<file path="config.mk">
export PLATFORM = sky130hd
export DESIGN_NAME = alu_control
export DESIGN_NICKNAME = d
export VERILOG_FILES = /design/src/rtl/alu_control.sv
export SDC_FILE = /design/constraint.sdc
export NUM_CORES = 1
export LEC_CHECK = 0
export ABC_AREA = 0
export CAP_MARGIN = 0
export CORE_AREA = 2 2 39 41
export DETAILED_ROUTE_END_ITERATION = 8
export DIE_AREA = 0 0 41 43
export PLACE_DENSITY = 0.64
export SYNTH_ARGS = -nofsm -noshare
export SYNTH_HDL_FRONTEND = slang
export SYNTH_SLANG_ARGS = --single-unit
</file>
<file path="constraint.sdc">
create_clock -name clk -period 4 [get_ports clk]
set_clock_uncertainty 0.2 [all_clocks]
set_input_delay 0.6 -clock clk [delete_from_list [all_inputs] [get_ports clk]]
set_output_delay 0.6 -clock clk [all_outputs]
set_load 0.01 [all_outputs]
</file>
<file path="src/rtl/alu_control.sv">
`default_nettype none
// ============================================================================
// Module      : alu_control
// Description : LEGv8 ALU control decoder. It maps (opcode, ALUOp) to a
//               registered 4-bit ALU control code and an illegal flag.
// Revision    : 1.0 - initial release
// ============================================================================
module alu_control (
    input  logic        clk,
    input  logic        reset,
    input  logic [10:0] opcode,
    input  logic [1:0]  ALUOp,
    output logic [3:0]  ALUCtl,
    output logic        illegal
);

    localparam logic [3:0] c_ctl_and  = 4'b0000;
    localparam logic [3:0] c_ctl_orr  = 4'b0001;
    localparam logic [3:0] c_ctl_add  = 4'b0010;
    localparam logic [3:0] c_ctl_eor  = 4'b0011;
    localparam logic [3:0] c_ctl_sub  = 4'b0110;
    localparam logic [3:0] c_ctl_pass = 4'b0111;
    localparam logic [3:0] c_ctl_lsl  = 4'b1000;
    localparam logic [3:0] c_ctl_lsr  = 4'b1001;
    localparam logic [3:0] c_ctl_inv  = 4'b1111;

    localparam logic [1:0] c_aluop_mem  = 2'b00;
    localparam logic [1:0] c_aluop_cbz  = 2'b01;
    localparam logic [1:0] c_aluop_rtyp = 2'b10;

    logic [3:0] w_r_ctl;
    logic       w_r_hit;
    logic [3:0] w_i_ctl;
    logic       w_i_hit;
    logic [3:0] w_ctl;
    logic       w_illegal;

    logic [3:0] r_ctl;
    logic       r_illegal;

    // R-type: full 11-bit opcode match
    always_comb begin
        w_r_ctl = c_ctl_inv;
        w_r_hit = 1'b1;
        case (opcode)
            11'b10001011000: w_r_ctl = c_ctl_add;
            11'b11001011000: w_r_ctl = c_ctl_sub;
            11'b10001010000: w_r_ctl = c_ctl_and;
            11'b10101010000: w_r_ctl = c_ctl_orr;
            11'b11001010000: w_r_ctl = c_ctl_eor;
            11'b11010011011: w_r_ctl = c_ctl_lsl;
            11'b11010011010: w_r_ctl = c_ctl_lsr;
            default:         w_r_hit = 1'b0;
        endcase
    end

    // I-type: opcode[0] belongs to the immediate field and is ignored
    always_comb begin
        w_i_ctl = c_ctl_inv;
        w_i_hit = 1'b1;
        case (opcode[10:1])
            10'b1001000100: w_i_ctl = c_ctl_add;
            10'b1101000100: w_i_ctl = c_ctl_sub;
            10'b1001001000: w_i_ctl = c_ctl_and;
            10'b1011001000: w_i_ctl = c_ctl_orr;
            10'b1101001000: w_i_ctl = c_ctl_eor;
            default:        w_i_hit = 1'b0;
        endcase
    end

    // Opcode is only consulted for the R/I class, so don't-care bits elsewhere are harmless
    always_comb begin
        w_ctl     = c_ctl_inv;
        w_illegal = 1'b1;
        case (ALUOp)
            c_aluop_mem: begin
                w_ctl     = c_ctl_add;
                w_illegal = 1'b0;
            end
            c_aluop_cbz: begin
                w_ctl     = c_ctl_pass;
                w_illegal = 1'b0;
            end
            c_aluop_rtyp: begin
                if (w_r_hit) begin
                    w_ctl     = w_r_ctl;
                    w_illegal = 1'b0;
                end else if (w_i_hit) begin
                    w_ctl     = w_i_ctl;
                    w_illegal = 1'b0;
                end
            end
            default: begin
                w_ctl     = c_ctl_inv;
                w_illegal = 1'b1;
            end
        endcase
    end

    always_ff @(posedge clk) begin
        if (reset) begin
            r_ctl     <= c_ctl_add;
            r_illegal <= 1'b0;
        end else begin
            r_ctl     <= w_ctl;
            r_illegal <= w_illegal;
        end
    end

    assign ALUCtl  = r_ctl;
    assign illegal = r_illegal;

endmodule
`default_nettype wire

</file>
==> impl_metrics.toml, run 1 <==
[clock_network]
htree_num_levels = 1
cts_max_path_buffers = 2
root_buffer = "clkbuf_4"
clock_sinks = 5
ctsHoldBuffers = 0
post_cts_buffers = 0
cts_tree = "yes"
ctsResizeCount = 0
cts_made_buffers = 3
path_clk_slew_ns = 0.04

[cells_and_area]
finish.instance_area_sq_um = 688.2
fin_nets = 90
final_cell_mix = "clkdlybuf4s50_1 (19), nor2b_1 (6), dfxtp_1 (5)"
area_growth_pct = 50.68
nFillCells = 146
final_common_cell = "clkdlybuf4s50_1"
antenna_cells = 0
seq_area_sq_um = 100.1
multi_input_area_sq_um = 344.1
layout-drive-gt1-share_pct = 16.22

[die]
die_x_um = 41
io_pins = 20
row_count = 14
die_h_um = 43
initial_core_util_pct = 33.00
core-area_sq_um = 1384
dieArea_sq_um = 1763

[global_routing]
antenna_found_initial = 0
track_usage_pct = 13.51
grt_pass1_vias = 440
grt_max_degree = 10
grt_pass1_wl_mm = 1.676
grt_overflow_total = 0

[route]
wl_per_cell_um = 11.14
viasPerCell = 5.356
vias = 482
antenna_left = 0
drt-total-wl_mm = 1.003
drc = 0
drt_first_pass_iters = 4
drt_iter0_drc = 3

[power]
p_seq_share_pct = 34.9
leakage_nw = 0.2615
switchingPower_mw = 0.03741
vdd_drop_max_uv = 60.23
comb_power_share_pct = 28.3
pwr-share-clk_pct = 36.7
netSwitchingFraction_pct = 24.49
p_int_mw = 0.1153
powerDensity_nw_per_um2 = 222.0

[timing]
worst_slack_ns = 1.872
period_share_pct = 53.21
maxSlewHeadroom_pct = 77.47
setup_viol_count_final = 0
hold_viol = 0
setup_tns_ns = 0
rsz0062_at_grt = "false"
drv_slew = 0
max_clock_freq_mhz = 469.8
fin_crit_ns = 2.128
tightest_slew_ns = 0.3365

[placed_design]
dpl_cell_area_sq_um = 661.9
pre_cts_slack_ns = 1.633
numPortBuffers = 19
dpl.hpwl_um = 845.5
routabilityCongestion = 0.8541

[yosys]
syn_nets = 67
synth_area_sq_um = 456.7
seq_area_frac_synth_pct = 21.92
yosys_warnings = 0
synth-seq-cells = 5
avgSynthCellArea_sq_um = 8.782
syn_inst = 52
synth_cell_types = 27

[hold_path]
whs_endpoint = "illegal$_SDFF_PP0_"
min_path_cells = 3
hold_class = "in -> reg"
worstHoldStart = "ALUOp[1]"

[setup_path]
crit_required_ns = 3.90
arrival_ns = 2.03
critical_path_peak_fanout = 9
cp-end-kind = "flip-flop"
cp-start-kind = "input port"
crit_type = "in -> reg"

[run_status]
run_status = "complete, no violations"

[job]
drv_cap = 0
[kinds of logic (layout without fill, tap and decap cells)]
group / count (synthesis) / after routing / share of synthesized area, %
and+or+nand+nor: 27 / 27 / 47.67
AOI/OAI and AO/OA: 16 / 16 / 25.76
DFF: 5 / 5 / 21.92
buffers and inverters: 3 / 25 / 2.739
xor gates and xnor gates: 1 / 1 / 1.918
[state kept, by name (all words and copies together), names as in the netlist]
register	flops
ALUCtl	4
illegal	1
[metal layers]
layer	share of wire (%)	GRT usage, %	vias to the layer above
met3	4.0	1.571	0
met2	52	20.63	13
li1	-	-	247
met1	44	16.56	222
met4	0	9.333	0
met5	0	0	-
[layout make-up]
type / instances / share of cell area [%]
well taps: 16 / 2.909
repair buffers: 19 / 27.64
multi-input cells: 44 / 50.00
flip-flops and latches: 5 / 14.55
clock buffers: 4 / 3.818
inverters: 2 / 1.091
[critical path, stage by stage]
cell,delay (ns)
clkdlybuf4s50_1,0.63
and4b_2,0.31
nand4_2,0.17
a22oi_2,0.21
o211ai_1,0.11
[power groups by stage]
stage	Combinational (mW)	Sequential (mW)	Clock, mW
after floorplan	0.0160	0.0558	0
after global placement	0.0433	0.0542	0
after detailed placement	0.0433	0.0542	0
after CTS	0.0434	0.0534	0.0579
after global routing	0.0472	0.0536	0.0631
final	0.0433	0.0534	0.0561
[worst max-delay path by stage]
stage / slack, ns / endpoint / from / cells past startpoint
after floorplan: 2.23 / ALUCtl[1]$_SDFF_PP1_ / opcode[3] / 5
final: 1.87 / ALUCtl[1]$_SDFF_PP1_ / opcode[3] / 5
after detailed placement: 1.63 / ALUCtl[1]$_SDFF_PP1_ / opcode[3] / 5
after global placement: 1.61 / ALUCtl[2]$_SDFF_PP0_ / opcode[3] / 5
after global routing: 1.78 / ALUCtl[1]$_SDFF_PP1_ / opcode[1] / 5
after CTS: 1.88 / ALUCtl[1]$_SDFF_PP1_ / opcode[3] / 5
[synth_stat cells]
cell type | n | area [sq um]
and3_1 | 1 | 6.260
nand2b_1 | 2 | 12.51
o21ai_0 | 2 | 10.01
a22oi_1 | 1 | 7.510
nand3_1 | 1 | 5.000
o21a_1 | 1 | 7.510
and4b_2 | 1 | 11.26
nor3b_2 | 3 | 37.54
nor2b_1 | 6 | 37.54
a21oi_1 | 3 | 15.01
xor2_1 | 1 | 8.760
nand4_2 | 1 | 12.51
nand2_1 | 3 | 11.26
nor3b_1 | 2 | 15.01
nor4b_4 | 1 | 23.77
buf_2 | 1 | 5.000
o21bai_1 | 1 | 7.510
o31ai_2 | 1 | 12.51
a22oi_2 | 1 | 12.51
dfxtp_1 | 5 | 100.1
o211ai_1 | 4 | 30.03
a31oi_1 | 1 | 6.260
nand4_1 | 3 | 18.77
o2111ai_1 | 1 | 8.760
and2_4 | 1 | 8.760
and4_1 | 2 | 17.52
inv_1 | 2 | 7.510
[stage by stage]
| stage | instances | total power [mW] | utilization [%] | hold WS [ns] |
|---|---|---|---|---|
| 2_1_floorplan | 52 | 0.07177 | - | 0.5357 |
| 3_3_place_gp | 86 | 0.09743 | 47.83 | 1.052 |
| 3_5_place_dp | 86 | 0.09756 | 47.83 | 1.056 |
| 4_1_cts | 90 | 0.1547 | 49.73 | 0.8042 |
| 5_1_grt | 90 | 0.1639 | 49.73 | 0.8298 |
| 6_report | 90 | 0.1527 | 49.73 | 0.8092 |
(Power assumes the default switching activity.)
==> run 2, diff against run 1 <==
CORE_AREA = unset   (was 2 2 39 41)
CORE_MARGIN = 2   (was unset)
CORE_UTILIZATION = 35   (was unset)
DIE_AREA = unset   (was 0 0 41 43)
PLACE_DENSITY = 0.68   (was 0.64)
clock period = 1.8 ns   (was 4 ns; I/O delays follow)
==> run 2 against run 1 <==
Effect of this change:
- count of clock-buffer cells in the layout unchanged
- wire length increased by 12%
- die area decreased by 8.7%
- critical path depth unchanged
- power increased by 140%
- via count increased by 3.7%
- core utilization increased by 14 points
- sequential power increased by 120%
- combinational power increased to 2.7 times the previous value
- clock power increased by 120%
- first-iteration DRC count increased to 3.3 times the previous value
- non-clock buffer count increased by 12
- largest cell class unchanged
- largest power group unchanged
==> impl_metrics.toml, run 2 (same netlist as run 1, synthesis figures left out) <==
[run_status]
run_status = "complete, no violations"

[placed_design]
dpl_cell_area_sq_um = 750.7
place_inst = 97
routabilityCongestion = 0.8646
numPortBuffers = 19
dpl.hpwl_um = 985.1

[clock_network]
clock_sinks = 5
cts_max_path_buffers = 2
cts_tree = "yes"
htree_num_levels = 1
cts_made_buffers = 3
root_buffer = "clkbuf_4"
post_cts_buffers = 0
path_clk_slew_ns = 0.04
ctsHoldBuffers = 0

[global_routing]
grt_pass1_vias = 458
antenna_found_initial = 0
grt_max_degree = 7
grt_pass1_wl_mm = 1.828
grt_overflow_total = 0
track_usage_pct = 16.84

[cells_and_area]
largest_reg_flops = 4
final_common_cell = "clkdlybuf4s50_1"
final_cell_mix = "clkdlybuf4s50_1 (17), buf_4 (12), nor2b_1 (6)"
area_growth_pct = 75.07
multi_input_area_sq_um = 361.6
final_cells = 101
nFillCells = 118
seq_area_sq_um = 100.1
antenna_cells = 0
layout-drive-gt1-share_pct = 29.07
fin_nets = 102
finish.instance_area_sq_um = 799.5
post-route-util_pct = 63.84

[setup_path]
crit_type = "in -> reg"
cp-end-kind = "flip-flop"
critPathLaunch = "opcode[4]"
crit_buf_inv = 1
crit_slowest_cell = "clkdlybuf4s50_1"
critical_path.top_delay_family = "buffers and inverters"
crit_required_ns = 1.71
critical_path_peak_fanout = 5
arrival_ns = 1.63
crit_chain = "clkdlybuf4s50_1 -> and4b_2 -> nand4_2 -> a22oi_2 -> o211ai_1"
max_stage_delay_ns = 0.54
cp-start-kind = "input port"

[route]
drt_iter0_drc = 10
drt_first_pass_iters = 4
drc = 0
vias = 500
antenna_left = 0
viasPerCell = 4.950
wl_per_cell_um = 11.10
drt-total-wl_mm = 1.121

[die]
io_pins = 20
die_x_um = 40.12
initial_core_util_pct = 36.46
row_count = 13
dieArea_sq_um = 1610
die_h_um = 40.12
core-area_sq_um = 1252

[power]
leakage_nw = 0.3456
vdd_drop_max_uv = 132.1
power_mw = 0.3616
powerDensity_nw_per_um2 = 452.2

[hold_path]
worstHoldStart = "opcode[2]"
hold_class = "in -> reg"

[timing]
rsz0062_at_grt = "false"
fin_crit_ns = 1.717
period_share_pct = 95.41
maxSlewHeadroom_pct = 76.85
tightest_slew_ns = 0.3458
max_clock_freq_mhz = 582.3
drv_slew = 0
hold_viol = 0
hold_ws_ns = 0.4487
setup_viol_count_final = 0

[job]
drv_cap = 0
run 2: changes by cell type in the layout (fill, tap and decap cells not counted), sizes merged:
cell / delta
dlymetal6s2s: +2
buf: +12
clkdlybuf4s50: -2
run 2: power breakdown:
part / internal (mW) / leakage, nW / switching (mW)
clock: 0.0835 / 0.0150 / 0.0418
combinational: 0.0715 / 0.289 / 0.0462
sequential: 0.117 / 0.0416 / 0.00130
run 2: cell type report:
| cell class | count | area share (%) |
|---|---|---|
| clock buffers | 4 | 3.286 |
| inverters | 2 | 0.9390 |
| multi-input cells | 44 | 45.23 |
| flip-flops and latches | 5 | 12.52 |
| well taps | 15 | 2.347 |
| repair buffers | 31 | 35.68 |
run 2: worst paths after layout:
kind	cells after the start	end
setup / recovery	5	ALUCtl[1]$_SDFF_PP1_
hold / removal	5	ALUCtl[0]$_SDFF_PP0_
run 2: routing by layer:
| metal | track usage [%] | share of wire (%) | vias up |
|---|---|---|---|
| met4 | 10.34 | 0 | 0 |
| met2 | 28.23 | 47 | 11 |
| met1 | 21.31 | 50 | 219 |
| met5 | 0 | 0 | - |
| met3 | 0 | 2.9 | 0 |
| li1 | - | - | 270 |
run 2: repair_timing:
action                     4_1_cts  5_1_grt
setup endpoints to repair        0        4
gates resized for setup          0        5
hold endpoints to repair         0        0
run 2: stage by stage:
stage	setup WS, ns	TNS [ns]
5_1_grt	0.008719	0
3_3_place_gp	-0.1586	-0.6721
6_report	0.08257	0
3_5_place_dp	-0.2011	-0.8508
4_1_cts	0.03994	0
2_1_floorplan	0.3621	0
run 2: worst min-delay path, cell delays in order:
cell            delay (ns)
dlymetal6s2s_1        0.19
nor3b_4               0.09
o2111ai_1             0.12
o211ai_1              0.10
o211ai_1              0.08
